[config.mk]
export PLATFORM = sky130hd
export DESIGN_NAME = alu_seq_flat
export DESIGN_NICKNAME = d
export VERILOG_FILES = /design/src/rtl/alu_seq_pkg.sv /design/src/rtl/alu_seq_if.sv /design/src/rtl/alu_seq_muldiv.sv /design/src/rtl/alu_seq.sv /design/src/flat_wrapper.sv
export SDC_FILE = /design/constraint.sdc
export NUM_CORES = 1
export LEC_CHECK = 0
export CORE_UTILIZATION = 30
export CTS_CLUSTER_SIZE = 10
export DETAILED_ROUTE_END_ITERATION = 8
export HOLD_SLACK_MARGIN = 0.06
export SETUP_SLACK_MARGIN = 0.1
export SLEW_MARGIN = 5
export SYNTH_ARGS = -nofsm -noshare
export SYNTH_HDL_FRONTEND = slang
export SYNTH_SLANG_ARGS = --single-unit
[constraint.sdc]
create_clock -name clk -period 8.7 [get_ports clk]
set_input_delay 1.74 -clock clk [delete_from_list [all_inputs] [get_ports clk]]
set_output_delay 1.74 -clock clk [all_outputs]
set_load 0.005 [all_outputs]
[src/rtl/alu_seq_pkg.sv]
// rtl/alu_seq_pkg.sv - shared opcodes, FSM states and flag positions for alu_seq
// Purpose: common definitions imported by every alu_seq file.
// Contents: opcode constants OP_ADD..OP_DIV, state_t FSM enum,
//           FLAG_* bit positions of the packed {N,Z,C,V} flag vector,
//           is_iter() which marks the opcodes that use the iterative datapath.
package alu_seq_pkg;

    localparam logic [3:0] OP_ADD = 4'd0;
    localparam logic [3:0] OP_SUB = 4'd1;
    localparam logic [3:0] OP_AND = 4'd2;
    localparam logic [3:0] OP_OR  = 4'd3;
    localparam logic [3:0] OP_XOR = 4'd4;
    localparam logic [3:0] OP_SHL = 4'd5;
    localparam logic [3:0] OP_SHR = 4'd6;
    localparam logic [3:0] OP_MUL = 4'd7;
    localparam logic [3:0] OP_DIV = 4'd8;

    typedef enum logic [2:0] {
        S_IDLE,
        S_LOAD_B,
        S_EXEC,
        S_OUT_LO,
        S_OUT_HI
    } state_t;

    localparam int FLAG_V = 0;
    localparam int FLAG_C = 1;
    localparam int FLAG_Z = 2;
    localparam int FLAG_N = 3;

    function automatic logic is_iter(input logic [3:0] op);
        return (op == OP_MUL) || (op == OP_DIV);
    endfunction

endpackage

[src/rtl/alu_seq_if.sv]
// rtl/alu_seq_if.sv - operand/result bus between control unit and alu_seq
// Purpose: bundles the start/opcode/operand request and the result/status response.
// Signals: start, s[3:0], inbus[WIDTH-1:0]           (control unit -> ALU)
//          outbus[WIDTH-1:0], finish, busy,
//          negative, zero, carry, overflow           (ALU -> control unit)
// Modports: master = control unit side, slave = ALU side.
interface alu_seq_if #(
    parameter int WIDTH = 16
) ();

    logic             start;
    logic [3:0]       s;
    logic [WIDTH-1:0] inbus;
    logic [WIDTH-1:0] outbus;
    logic             finish;
    logic             busy;
    logic             negative;
    logic             zero;
    logic             carry;
    logic             overflow;

    modport master (
        output start, s, inbus,
        input  outbus, finish, busy, negative, zero, carry, overflow
    );

    modport slave (
        input  start, s, inbus,
        output outbus, finish, busy, negative, zero, carry, overflow
    );

endinterface

[src/rtl/alu_seq_muldiv.sv]
// rtl/alu_seq_muldiv.sv - iterative unsigned shift-add multiplier / restoring divider
// Purpose: one bit per cycle over WIDTH cycles, sharing one accumulator and one shift register.
// Ports: clk, rst       clock, synchronous active-high reset
//        start_i        load operands and begin (one-cycle pulse)
//        is_div_i       1 = divide, 0 = multiply (latched with start_i)
//        a_i, b_i       multiplicand/dividend, multiplier/divisor
//        done_o         one-cycle strobe in the cycle after the last iteration
//        lo_o, hi_o     product low/high word, or quotient/remainder
module alu_seq_muldiv #(
    parameter int WIDTH = 16
) (
    input  logic             clk,
    input  logic             rst,
    input  logic             start_i,
    input  logic             is_div_i,
    input  logic [WIDTH-1:0] a_i,
    input  logic [WIDTH-1:0] b_i,
    output logic             done_o,
    output logic [WIDTH-1:0] lo_o,
    output logic [WIDTH-1:0] hi_o
);

    localparam int CNT_W = $clog2(WIDTH) + 1;
    localparam logic [CNT_W-1:0] LAST = CNT_W'(WIDTH - 1);

    // acc: product high word / partial remainder; sr: multiplier shifting out
    // while product low bits shift in, or dividend shifting out while
    // quotient bits shift in.
    logic [WIDTH-1:0] acc_q, acc_d;
    logic [WIDTH-1:0] sr_q, sr_d;
    logic [WIDTH-1:0] opnd_q, opnd_d;
    logic [CNT_W-1:0] cnt_q, cnt_d;
    logic             div_q, div_d;
    logic             active_q, active_d;
    logic             done_q, done_d;

    logic [WIDTH:0]   mul_sum;
    logic [WIDTH:0]   rem_sh;
    logic             rem_ge;
    logic [WIDTH-1:0] rem_sub;

    always_comb begin
        mul_sum = {1'b0, acc_q} + (sr_q[0] ? {1'b0, opnd_q} : '0);
        rem_sh  = {acc_q, sr_q[WIDTH-1]};
        rem_ge  = (rem_sh >= {1'b0, opnd_q});
        // When rem_ge holds the true difference is below the divisor, so the
        // top bit is always zero and a WIDTH-bit subtract is exact.
        rem_sub = rem_sh[WIDTH-1:0] - opnd_q;

        acc_d    = acc_q;
        sr_d     = sr_q;
        opnd_d   = opnd_q;
        cnt_d    = cnt_q;
        div_d    = div_q;
        active_d = active_q;
        done_d   = 1'b0;

        if (start_i) begin
            acc_d    = '0;
            sr_d     = a_i;
            opnd_d   = b_i;
            cnt_d    = '0;
            div_d    = is_div_i;
            active_d = 1'b1;
        end else if (active_q) begin
            if (div_q) begin
                acc_d = rem_ge ? rem_sub : rem_sh[WIDTH-1:0];
                sr_d  = {sr_q[WIDTH-2:0], rem_ge};
            end else begin
                acc_d = mul_sum[WIDTH:1];
                sr_d  = {mul_sum[0], sr_q[WIDTH-1:1]};
            end
            cnt_d = cnt_q + 1'b1;
            if (cnt_q == LAST) begin
                active_d = 1'b0;
                done_d   = 1'b1;
            end
        end
    end

    always_ff @(posedge clk) begin
        if (rst) begin
            acc_q    <= '0;
            sr_q     <= '0;
            opnd_q   <= '0;
            cnt_q    <= '0;
            div_q    <= 1'b0;
            active_q <= 1'b0;
            done_q   <= 1'b0;
        end else begin
            acc_q    <= acc_d;
            sr_q     <= sr_d;
            opnd_q   <= opnd_d;
            cnt_q    <= cnt_d;
            div_q    <= div_d;
            active_q <= active_d;
            done_q   <= done_d;
        end
    end

    assign done_o = done_q;
    assign lo_o   = sr_q;
    assign hi_o   = acc_q;

endmodule

[src/rtl/alu_seq.sv]
// rtl/alu_seq.sv - multi-cycle sequential ALU with iterative multiply/divide
// Purpose: accepts opcode + operand A on start, operand B next cycle, returns
//          one result word (two for MUL/DIV) with finish and status flags.
// Ports: clk   rising-edge clock
//        rst   synchronous, active-high reset
//        bus   alu_seq_if slave: start, s, inbus in; outbus, finish, busy,
//              negative, zero, carry, overflow out
module alu_seq
    import alu_seq_pkg::*;
#(
    parameter int WIDTH = 16
) (
    input  logic      clk,
    input  logic      rst,
    alu_seq_if.slave  bus
);

    localparam int CNT_W = $clog2(WIDTH) + 1;
    localparam int MSB   = WIDTH - 1;
    localparam logic [WIDTH-1:0] W_VAL = WIDTH'(WIDTH);

    state_t           state_q, state_d;
    logic [3:0]       op_q, op_d;
    logic [WIDTH-1:0] a_q, a_d;
    logic [WIDTH-1:0] b_q, b_d;
    logic [WIDTH-1:0] outbus_q, outbus_d;
    logic             finish_q, finish_d;
    logic [3:0]       flags_q, flags_d;

    logic             md_start;
    logic             md_done;
    logic [WIDTH-1:0] md_lo;
    logic [WIDTH-1:0] md_hi;

    logic [WIDTH-1:0] res_lo;
    logic [WIDTH-1:0] res_hi;
    logic [3:0]       res_flags;

    logic [WIDTH:0]        sum;
    logic [WIDTH:0]        diff;
    logic [WIDTH:0]        shl_ext;
    logic signed [WIDTH:0] shr_ext;
    logic [CNT_W-2:0]      sh_amt;
    logic                  sh_sat;
    logic                  sh_exact;
    logic                  car;
    logic                  ovf;
    logic                  nz_valid;

    // Operands go to the iterative unit on the B-capture edge so that its
    // WIDTH iterations start on the first EXEC edge.
    assign md_start = (state_q == S_LOAD_B) && is_iter(op_q);

    alu_seq_muldiv #(
        .WIDTH (WIDTH)
    ) u_muldiv (
        .clk      (clk),
        .rst      (rst),
        .start_i  (md_start),
        .is_div_i (op_q == OP_DIV),
        .a_i      (a_q),
        .b_i      (bus.inbus),
        .done_o   (md_done),
        .lo_o     (md_lo),
        .hi_o     (md_hi)
    );

    // Result words and flags for whichever opcode is latched.
    always_comb begin
        sum      = {1'b0, a_q} + {1'b0, b_q};
        diff     = {1'b0, a_q} - {1'b0, b_q};
        sh_amt   = b_q[CNT_W-2:0];
        sh_sat   = (b_q >= W_VAL);
        sh_exact = (b_q == W_VAL);
        // Extra bit beyond the word catches the last bit shifted out.
        shl_ext  = {1'b0, a_q} << sh_amt;
        shr_ext  = $signed({a_q, 1'b0}) >>> sh_amt;

        res_lo    = '0;
        res_hi    = '0;
        res_flags = '0;
        car       = 1'b0;
        ovf       = 1'b0;
        nz_valid  = 1'b1;

        case (op_q)
            OP_ADD: begin
                res_lo = sum[WIDTH-1:0];
                car    = sum[WIDTH];
                ovf    = (a_q[MSB] == b_q[MSB]) && (sum[MSB] != a_q[MSB]);
            end
            OP_SUB: begin
                res_lo = diff[WIDTH-1:0];
                car    = diff[WIDTH];
                ovf    = (a_q[MSB] != b_q[MSB]) && (diff[MSB] != a_q[MSB]);
            end
            OP_AND: res_lo = a_q & b_q;
            OP_OR:  res_lo = a_q | b_q;
            OP_XOR: res_lo = a_q ^ b_q;
            OP_SHL: begin
                if (sh_sat) begin
                    res_lo = '0;
                    car    = sh_exact ? a_q[0] : 1'b0;
                end else begin
                    res_lo = shl_ext[WIDTH-1:0];
                    car    = shl_ext[WIDTH];
                end
            end
            OP_SHR: begin
                if (sh_sat) begin
                    res_lo = {WIDTH{a_q[MSB]}};
                    car    = a_q[MSB];
                end else begin
                    res_lo = shr_ext[WIDTH:1];
                    car    = shr_ext[0];
                end
            end
            OP_MUL: begin
                res_lo = md_lo;
                res_hi = md_hi;
                car    = |md_hi;
                ovf    = |md_hi;
            end
            OP_DIV: begin
                if (b_q == '0) begin
                    res_lo = '1;
                    res_hi = a_q;
                    ovf    = 1'b1;
                end else begin
                    res_lo = md_lo;
                    res_hi = md_hi;
                end
            end
            default: nz_valid = 1'b0;
        endcase

        res_flags[FLAG_C] = car;
        res_flags[FLAG_V] = ovf;
        if (nz_valid) begin
            if (op_q == OP_MUL) begin
                res_flags[FLAG_N] = res_hi[MSB];
                res_flags[FLAG_Z] = ({res_hi, res_lo} == '0);
            end else begin
                res_flags[FLAG_N] = res_lo[MSB];
                res_flags[FLAG_Z] = (res_lo == '0);
            end
        end
    end

    // Next-state logic.
    always_comb begin
        state_d = state_q;
        case (state_q)
            S_IDLE:   if (bus.start) state_d = S_LOAD_B;
            S_LOAD_B: state_d = S_EXEC;
            S_EXEC:   if (!is_iter(op_q) || md_done) state_d = S_OUT_LO;
            S_OUT_LO: state_d = is_iter(op_q) ? S_OUT_HI : S_IDLE;
            S_OUT_HI: state_d = S_IDLE;
            default:  state_d = S_IDLE;
        endcase
    end

    // Operand latches and registered outputs; outbus returns to zero
    // whenever finish is low.
    always_comb begin
        op_d     = op_q;
        a_d      = a_q;
        b_d      = b_q;
        flags_d  = flags_q;
        outbus_d = '0;
        finish_d = 1'b0;

        if (state_q == S_IDLE && bus.start) begin
            op_d    = bus.s;
            a_d     = bus.inbus;
            flags_d = '0;
        end
        if (state_q == S_LOAD_B) begin
            b_d = bus.inbus;
        end
        if (state_q == S_EXEC && state_d == S_OUT_LO) begin
            outbus_d = res_lo;
            finish_d = 1'b1;
            flags_d  = res_flags;
        end
        if (state_q == S_OUT_LO && state_d == S_OUT_HI) begin
            outbus_d = res_hi;
            finish_d = 1'b1;
        end
    end

    always_ff @(posedge clk) begin
        if (rst) begin
            state_q  <= S_IDLE;
            op_q     <= '0;
            a_q      <= '0;
            b_q      <= '0;
            outbus_q <= '0;
            finish_q <= 1'b0;
            flags_q  <= '0;
        end else begin
            state_q  <= state_d;
            op_q     <= op_d;
            a_q      <= a_d;
            b_q      <= b_d;
            outbus_q <= outbus_d;
            finish_q <= finish_d;
            flags_q  <= flags_d;
        end
    end

    assign bus.outbus   = outbus_q;
    assign bus.finish   = finish_q;
    assign bus.busy     = (state_q != S_IDLE);
    assign bus.negative = flags_q[FLAG_N];
    assign bus.zero     = flags_q[FLAG_Z];
    assign bus.carry    = flags_q[FLAG_C];
    assign bus.overflow = flags_q[FLAG_V];

endmodule

[src/flat_wrapper.sv]
// flat-port wrapper written by rule: the top's interface ports become plain ports
module alu_seq_flat import alu_seq_pkg::*;
#(
    parameter int WIDTH = 16
)
  (clk, rst, bus_start, bus_s, bus_inbus, bus_outbus, bus_finish, bus_busy, bus_negative, bus_zero, bus_carry, bus_overflow);
  alu_seq_if #(.WIDTH(WIDTH)) bus_i ();
  input  logic clk;
  input  logic rst;
  input wire logic [$bits(bus_i.start)-1:0] bus_start;
  input wire logic [$bits(bus_i.s)-1:0] bus_s;
  input wire logic [$bits(bus_i.inbus)-1:0] bus_inbus;
  output wire logic [$bits(bus_i.outbus)-1:0] bus_outbus;
  output wire logic [$bits(bus_i.finish)-1:0] bus_finish;
  output wire logic [$bits(bus_i.busy)-1:0] bus_busy;
  output wire logic [$bits(bus_i.negative)-1:0] bus_negative;
  output wire logic [$bits(bus_i.zero)-1:0] bus_zero;
  output wire logic [$bits(bus_i.carry)-1:0] bus_carry;
  output wire logic [$bits(bus_i.overflow)-1:0] bus_overflow;
  assign bus_i.start = bus_start;
  assign bus_i.s = bus_s;
  assign bus_i.inbus = bus_inbus;
  assign bus_outbus = bus_i.outbus;
  assign bus_finish = bus_i.finish;
  assign bus_busy = bus_i.busy;
  assign bus_negative = bus_i.negative;
  assign bus_zero = bus_i.zero;
  assign bus_carry = bus_i.carry;
  assign bus_overflow = bus_i.overflow;
  alu_seq #(.WIDTH(WIDTH)) u_core (.clk(clk), .rst(rst), .bus(bus_i));
endmodule
==> impl_metrics.yaml <==
outcome:
  status: "finished, violations left"
  violations: "design-rule violations"
sta:
  rsz0062_at_grt: "false"
  finalSetupTns_ps: 0
  fmax_mhz: 219.6
  hold_viol: 0
  setup_slack_ps: 4146
  fin_crit_sh_pct: 52.34
  finalSetupViolCount: 0
  fin_crit_ps: 4554
  worstMarginPinSlew_ps: 1207
  hold_ws_ps: 467.7
  relSlewSlack_pct: 19.55
  fin_skew_ps: 13.85
  drv_slew: 0
floorplanning:
  die_w_microns: 193.0
  die_h_microns: 193.0
  start_util_pct: 30.63
  num_rows: 69
  core_region_area_sq_mm: 0.03574
  io_pins: 45
  dieArea_sq_mm: 0.03727
logic_synthesis:
  postSynth.asyncResetShare_pct: 0
  synth_edf_count: 0
  ys_seq_area_share_pct: 21.21
  syn_inst: 1490
  yosysWarnings: 0
  ys_ff_latch: 116
  synth_fp_nets: 1600
  synthesis.area_sq_mm: 0.01095
  ys_types: 84
  syn-mean-instance-area_sq_um: 7.348
  synth_flop_cell: "dfxtp_1"
  synth.area.top_cells: "dfxtp_1, ha_1, a21oi_1"
  synth_top_area_share_pct: 21.21
  yosys.area.top_type: "dfxtp_1"
clock_tree:
  cts_tree: "done"
  post_cts_resized: 0
  cts_setup_buffers: 0
  htree_levels: 4
  clk_pin_slew_ps: 60
  cts_root_buf: "clkbuf_16"
  clkLatencyLatePin_ps: 430
  cts_buffers: 17
  clk_path_buf_depth: 2
  cts_sinks: 116
  holdBufCountCts: 0
pwr:
  finalPower_mw: 2.186
  p_leak_nw: 4.511
  p_per_area_mw_per_mm2: 176.8
  irDropWorstVdd_v: 0.0001242
setup_path:
  critical-path-top-delay-family: "simple AND/OR/NAND/NOR gates"
  crit_buf_inv: 2
  r2r_start: "u_core.b_q[1]"
  cp-start-kind: "register"
  cp.depth: 12
  path_class: "reg2reg"
  slowest_stage: "fa_1"
  r2r_cells: 12
  path_cells: "buf_4 -> clkinv_1 -> fa_1 -> mux4_2 -> a222oi_1 -> o211ai_1 -> a21oi_1 -> nand4_1 -> nor4_1 -> nand4_1 -> nor4_1 -> a32o_2"
  cp-end-kind: "register"
  arrival_ps: 4930
  startpoint: "u_core.b_q[1]"
  crit_path_max_fanout: 54
  slowest_delay_ps: 570
  worst_ep_required_time_ps: 9080
cells_and_area:
  nNetsFinal: 1580
  area.growth.synth_to_final_pct: 12.89
  ff_latch_area_sq_mm: 0.002327
  nFillCells: 3853
  utilization_pct: 34.58
  multi_input_area_sq_mm: 0.007839
  mostFrequentLayoutCells: "nand2_1, a21oi_1, nor2_1"
  fin_area_sq_mm: 0.01236
  stdcell_count: 1944
  drive_gt1_share_pct: 8.227
  final_common_cell: "nand2_1"
  num_antenna_cells: 0
place:
  place.port_buffers: 44
  post_dp_cell_area_sq_mm: 0.01174
  placedCellCount: 1912
  pre_cts_slack_ps: 4243
  dpl.hpwl_mm: 32.46
  gp_congestion: 1.065
global_route:
  grt_start_max_net_pins: 90
  antenna_found_initial: 0
  track_usage_pct: 23.92
  grt_pass1_vias: 10630
  grt_overflow: 0
  grt_pass1_wl_mm: 66.82
detailed_routing:
  wire_per_inst_microns: 22.79
  wl_mm: 44.30
  dr.pass1.iters: 7
  drt_iter0_markers: 1223
  drc: 7
  ant_nets: 0
  vias: 11570
  via_per_inst: 5.951
min_path:
  min_from: "u_core.u_muldiv.opnd_q[2]"
  hp-class: "reg2reg"
  worst_hold_path.num_cells: 2
job:
  drv_cap: 0
## logic make-up (layout without fill, tap and decap cells)
kind of cell | after synthesis | count (layout) | share of synthesized area [%]
AOI/OAI and AO/OA | 455 | 455 | 27.15
adders and majority gates | 87 | 87 | 10.22
xor gates and xnor gates | 36 | 36 | 2.880
DFF | 116 | 116 | 21.21
and+or+nand+nor | 530 | 530 | 22.60
muxes | 66 | 66 | 8.616
buffers and inverters | 200 | 193 | 7.325
## worst min-delay path, delay by kind of cell (launching register included)
| family | cells | cell delay, ps |
|---|---|---|
| AOI/OAI and AO/OA | 1 | 50 |
| DFF | 1 | 310 |
| and+or+nand+nor | 1 | 50 |
## worst paths after layout
| check | slack, ps | to |
|---|---|---|
| hold / removal | 470 | u_core.u_muldiv.opnd_q[2] |
| setup / recovery | 4150 | u_core.flags_q[2] |
| setup reg to reg | 4150 | u_core.flags_q[2] |
| hold reg to reg | 470 | u_core.u_muldiv.opnd_q[2] |
## state kept, by name (all words and copies together) (netlist names)
name                      cells
u_core.u_muldiv.lo_o         16
u_core.u_muldiv.cnt_q         5
u_core.flags_q                4
u_core.u_muldiv.div_q         1
u_core.state_q                3
u_core.op_q                   4
u_core.u_muldiv.opnd_q       16
u_core.u_muldiv.hi_o         16
u_core.bus.outbus            16
u_core.b_q                   16
u_core.u_muldiv.active_q      1
u_core.a_q                   16
u_core.bus.finish             1
u_core.u_muldiv.done_o        1
## per-layer routing
metal,GRT usage [%],vias up,wire length (microns)
met5,0,-,0
met4,7.963,0,1348
met3,3.186,84,3480
met2,36.87,580,19300
met1,34.04,5567,20170
li1,-,5337,-
## area by class of cell
type	count	area share, %
Clock buffer	17	3.442
Clock inverter	15	1.549
Inverter	84	2.551
Multi-Input combinational cell	1174	63.42
Sequential cell	116	18.83
Tap cell	461	4.666
Timing Repair Buffer	77	5.547
## cells in the mapped netlist, types with 6 or more instances
master    number
a211o_1        6
a221oi_1      10
a31oi_1       18
buf_2         16
and3_1        14
xor2_1        10
nor4_1        21
nor2b_1       18
a21o_1        17
and2_1        21
xnor2_1       26
mux2_2         6
nand2b_1      19
nand3_1       20
a22oi_1       24
nand4_1       12
nor2_1       126
o21ai_0       60
nor3_1        39
a211oi_1      22
o211ai_1      34
o21a_1        10
mux4_2        22
dfxtp_1      116
nand2_1      209
mux2i_1       38
o22a_1        10
a22o_1         6
inv_1         80
a21oi_1      171
clkbuf_1      89
ha_1          83
## report_power, final
part | switching, mW | internal (mW)
registers | 0.0447 | 0.559
logic | 0.539 | 0.297
clock network | 0.289 | 0.457
Note: power is estimated with default switching activity, not from simulation.
==> RTL change, RTL diff (same flow settings) <==
Put a register stage on the output `bus.overflow`, without a reset. The value now appears one clock later.
--- a/src/rtl/alu_seq.sv
+++ b/src/rtl/alu_seq.sv
@@ -215,7 +215,9 @@
     assign bus.negative = flags_q[FLAG_N];
     assign bus.zero     = flags_q[FLAG_Z];
     assign bus.carry    = flags_q[FLAG_C];
-    assign bus.overflow = flags_q[FLAG_V];
+    always_ff @(posedge clk) begin
+        bus.overflow <= flags_q[FLAG_V];
+    end
 
 endmodule
 
Function: changed (a bounded check fails within 4 cycles, from zero or initial values and one cycle with rst high).
==> RTL change against the unedited design <==
Clock skew decreased by 0.71 ps; largest cell class unchanged; final cell count increased by 0.87%; design area up 2.1%; critical path type unchanged; worst setup slack better by 220 ps; routed wire length up 4.4%; first-iteration DRC count rose by 17%; sequential share of layout area decreased by 0.22 points; critical endpoint is now u_core.flags_q[3]; clock power up 5.4%; sequential cell count is 1 higher; worst hold slack lost 88 ps; via count up 3.1%; area after synthesis rose by 1.8%; total power is 2.4% higher.
==> RTL change: results (changes against the unedited design) <==
{| class="wikitable"
! Metric !! Value
|-
| Slowest stage delay, CP || 750 ps (+180 ps)
|-
| Largest buffer count on any clock path || 2 (unchanged)
|-
| Clk root buf || clkbuf_16
|-
| Top cells by count, synth || 191 x nand2_1, 164 x a21oi_1, 142 x nor2_1
|-
| Clock network latency to the later pin of the worst-skew pair || 430 ps (about the same)
|-
| Maximum number of pins on one net before global-route repair || 75 (-17%)
|-
| Capture endpoint of the worst hold path || u_core.bus.overflow
|-
| Synth Net Count || 1613 (+0.81%)
|-
| Cell Area, Placed || 0.0120 mm2 (+2.0%)
|-
| Starting DRT DRC Count || 1432 (+17%)
|-
| Register-to-Register Setup Slack || 4370 ps (+220 ps)
|-
| Share of synthesized area occupied by flip-flops and latches || 0.210 (-0.00201)
|-
| Share of post-route cells with drive strength above 1 || 0.0911 (+0.00883)
|-
| Number of antenna violations at the first check in global routing || 0 (unchanged)
|-
| Top_reg_cell synth || dfxtp_1
|-
| VDD IR-drop max || 0.000104 V (-16%)
|-
| Filler cell count || 3901 (+1.2%)
|-
| Syn-to-layout area delta || 13.2%
|-
| Number of iterations in the first detailed-routing pass || 6 (-1)
|-
| Post-synth EDFFs || 0 (unchanged)
|-
| Critical-path top delay cell || a2111oi_0
|-
| Total track usage || 0.242 (+0.00266)
|-
| Netlist cell types || 88 (+4.8%)
|-
| Reg2Reg Depth || 12 (unchanged)
|-
| Worst Path Max Fanout || 57 (+5.6%)
|-
| Half-perimeter wire length after placement || 34300 um (+5.8%)
|-
| FFs w/ async S/R, synth || 0 (unchanged)
|-
| Clock skew after layout || 13.1 ps (-0.714 ps)
|-
| Last weighted congestion value of the routability-driven placer || 1.00 (-5.8%)
|-
| Actual transition at the worst max-transition pin || 1240 ps (+35.5 ps)
|-
| Post-CTS setup buffers || 0 (unchanged)
|-
| Type of the worst min-delay path || flop to flop
|-
| Port-buffer cells || 44 (unchanged)
|-
| Dominant cells by area after synthesis || dfxtp_1 21%, ha_1 9.3%, a21oi_1 7.4%
|-
| Data arrival time of the worst path || 4650 ps (-280 ps)
|-
| Quantity of gates resized following cts || 0 (unchanged)
|-
| Global-route wire length before repair || 70600 um (+5.7%)
|-
| Switching power summed over all nets || 882 uW (+1.2%)
|-
| Origin of the worst min-delay path || u_core.flags_q[0]
|-
| Final antenna diode count || 0 (unchanged)
|-
| Synth Warn # || 0 (unchanged)
|-
| R2R Path Start || u_core.b_q[1]
|-
| Number of global-route vias before repair || 11005 (+3.5%)
|-
| Critical R2R Capture || u_core.flags_q[3]
|-
| Outcome || complete, no violations
|-
| Vias post-DR || 11928 (+3.1%)
|-
| Total number of H-tree levels || 4 (unchanged)
|-
| WHS Path Cells || 0 (-2)
|-
| Static leakage || 4.55 nW (+0.96%)
|-
| Wire length reported by the detailed router || 46200 um (+4.4%)
|}
==> RTL change: final cells by class <==
| cell class | instances | area share |
|---|---|---|
| clock buffers | 19 | 0.0351 |
| clock inverters | 13 | 0.0154 |
| inverters | 80 | 0.0238 |
| multi-input cells | 1189 | 0.640 |
| flip-flops and latches | 117 | 0.186 |
| well taps | 468 | 0.0464 |
| repair buffers | 75 | 0.0532 |
==> RTL change: power groups by stage <==
| stage | Sequential, mW | Clock [mW] | Combinational (mW) |
|---|---|---|---|
| after CTS | 0.619 | 0.793 | 0.810 |
| after global placement | 0.630 | 0 | 0.806 |
| final | 0.622 | 0.786 | 0.830 |
| after floorplan | 0.600 | 0 | 0.568 |
| after global routing | 0.624 | 0.822 | 0.894 |
| after detailed placement | 0.631 | 0 | 0.806 |
==> RTL change: kinds of logic after synthesis <==
logic type,after synthesis,share of synthesized area
XOR/XNOR,25,0.0196
AND/OR/NAND/NOR,532,0.228
flip-flops,117,0.210
multiplexers,76,0.0958
adder cells (fa/ha/maj),87,0.100
AO/OA/AOI/OAI,469,0.278
buffers and inverters,197,0.0685
==> RTL change: per-layer routing <==
metal	track usage	up-vias	wire, um
li1	-	5460	-
met3	0.0444	80	3860
met4	0.0796	0	1280
met1	0.352	5739	21300
met2	0.355	649	19800
met5	0	-	0
==> RTL change: worst max-delay path: cells and delay by family, from the launching register on <==
family                   cells  cell delay (ps)
AO/OA/AOI/OAI                7             2270
adder cells (fa/ha/maj)      1              450
buffers and inverters        2              960
flip-flops                   1              310
multiplexers                 1              110
AND/OR/NAND/NOR              1              120
==> RTL change: worst max path at each step <==
stage / start / end / slack (ps) / cells past startpoint
detailed placement: u_core.b_q[1] / u_core.flags_q[3] / 4540 / 12
global route: u_core.b_q[1] / u_core.flags_q[3] / 4260 / 12
global placement: u_core.b_q[1] / u_core.flags_q[3] / 4570 / 12
CTS: u_core.b_q[1] / u_core.flags_q[3] / 4490 / 12
floorplan: u_core.b_q[2] / u_core.bus.outbus[14] / 5080 / 14
finish: u_core.b_q[1] / u_core.flags_q[3] / 4370 / 12
==> RTL change: stage by stage <==
step                setup WS, ps  hold WS [ps]  cells  total power [mW]
floorplan                   5080           331   1503              1.17
global placement            4570           370   1929              1.44
CTS                         4490           379   1961              2.22
global route                4260           385   1961              2.34
detailed placement          4540           365   1929              1.44
finish                      4370           380   1961              2.24
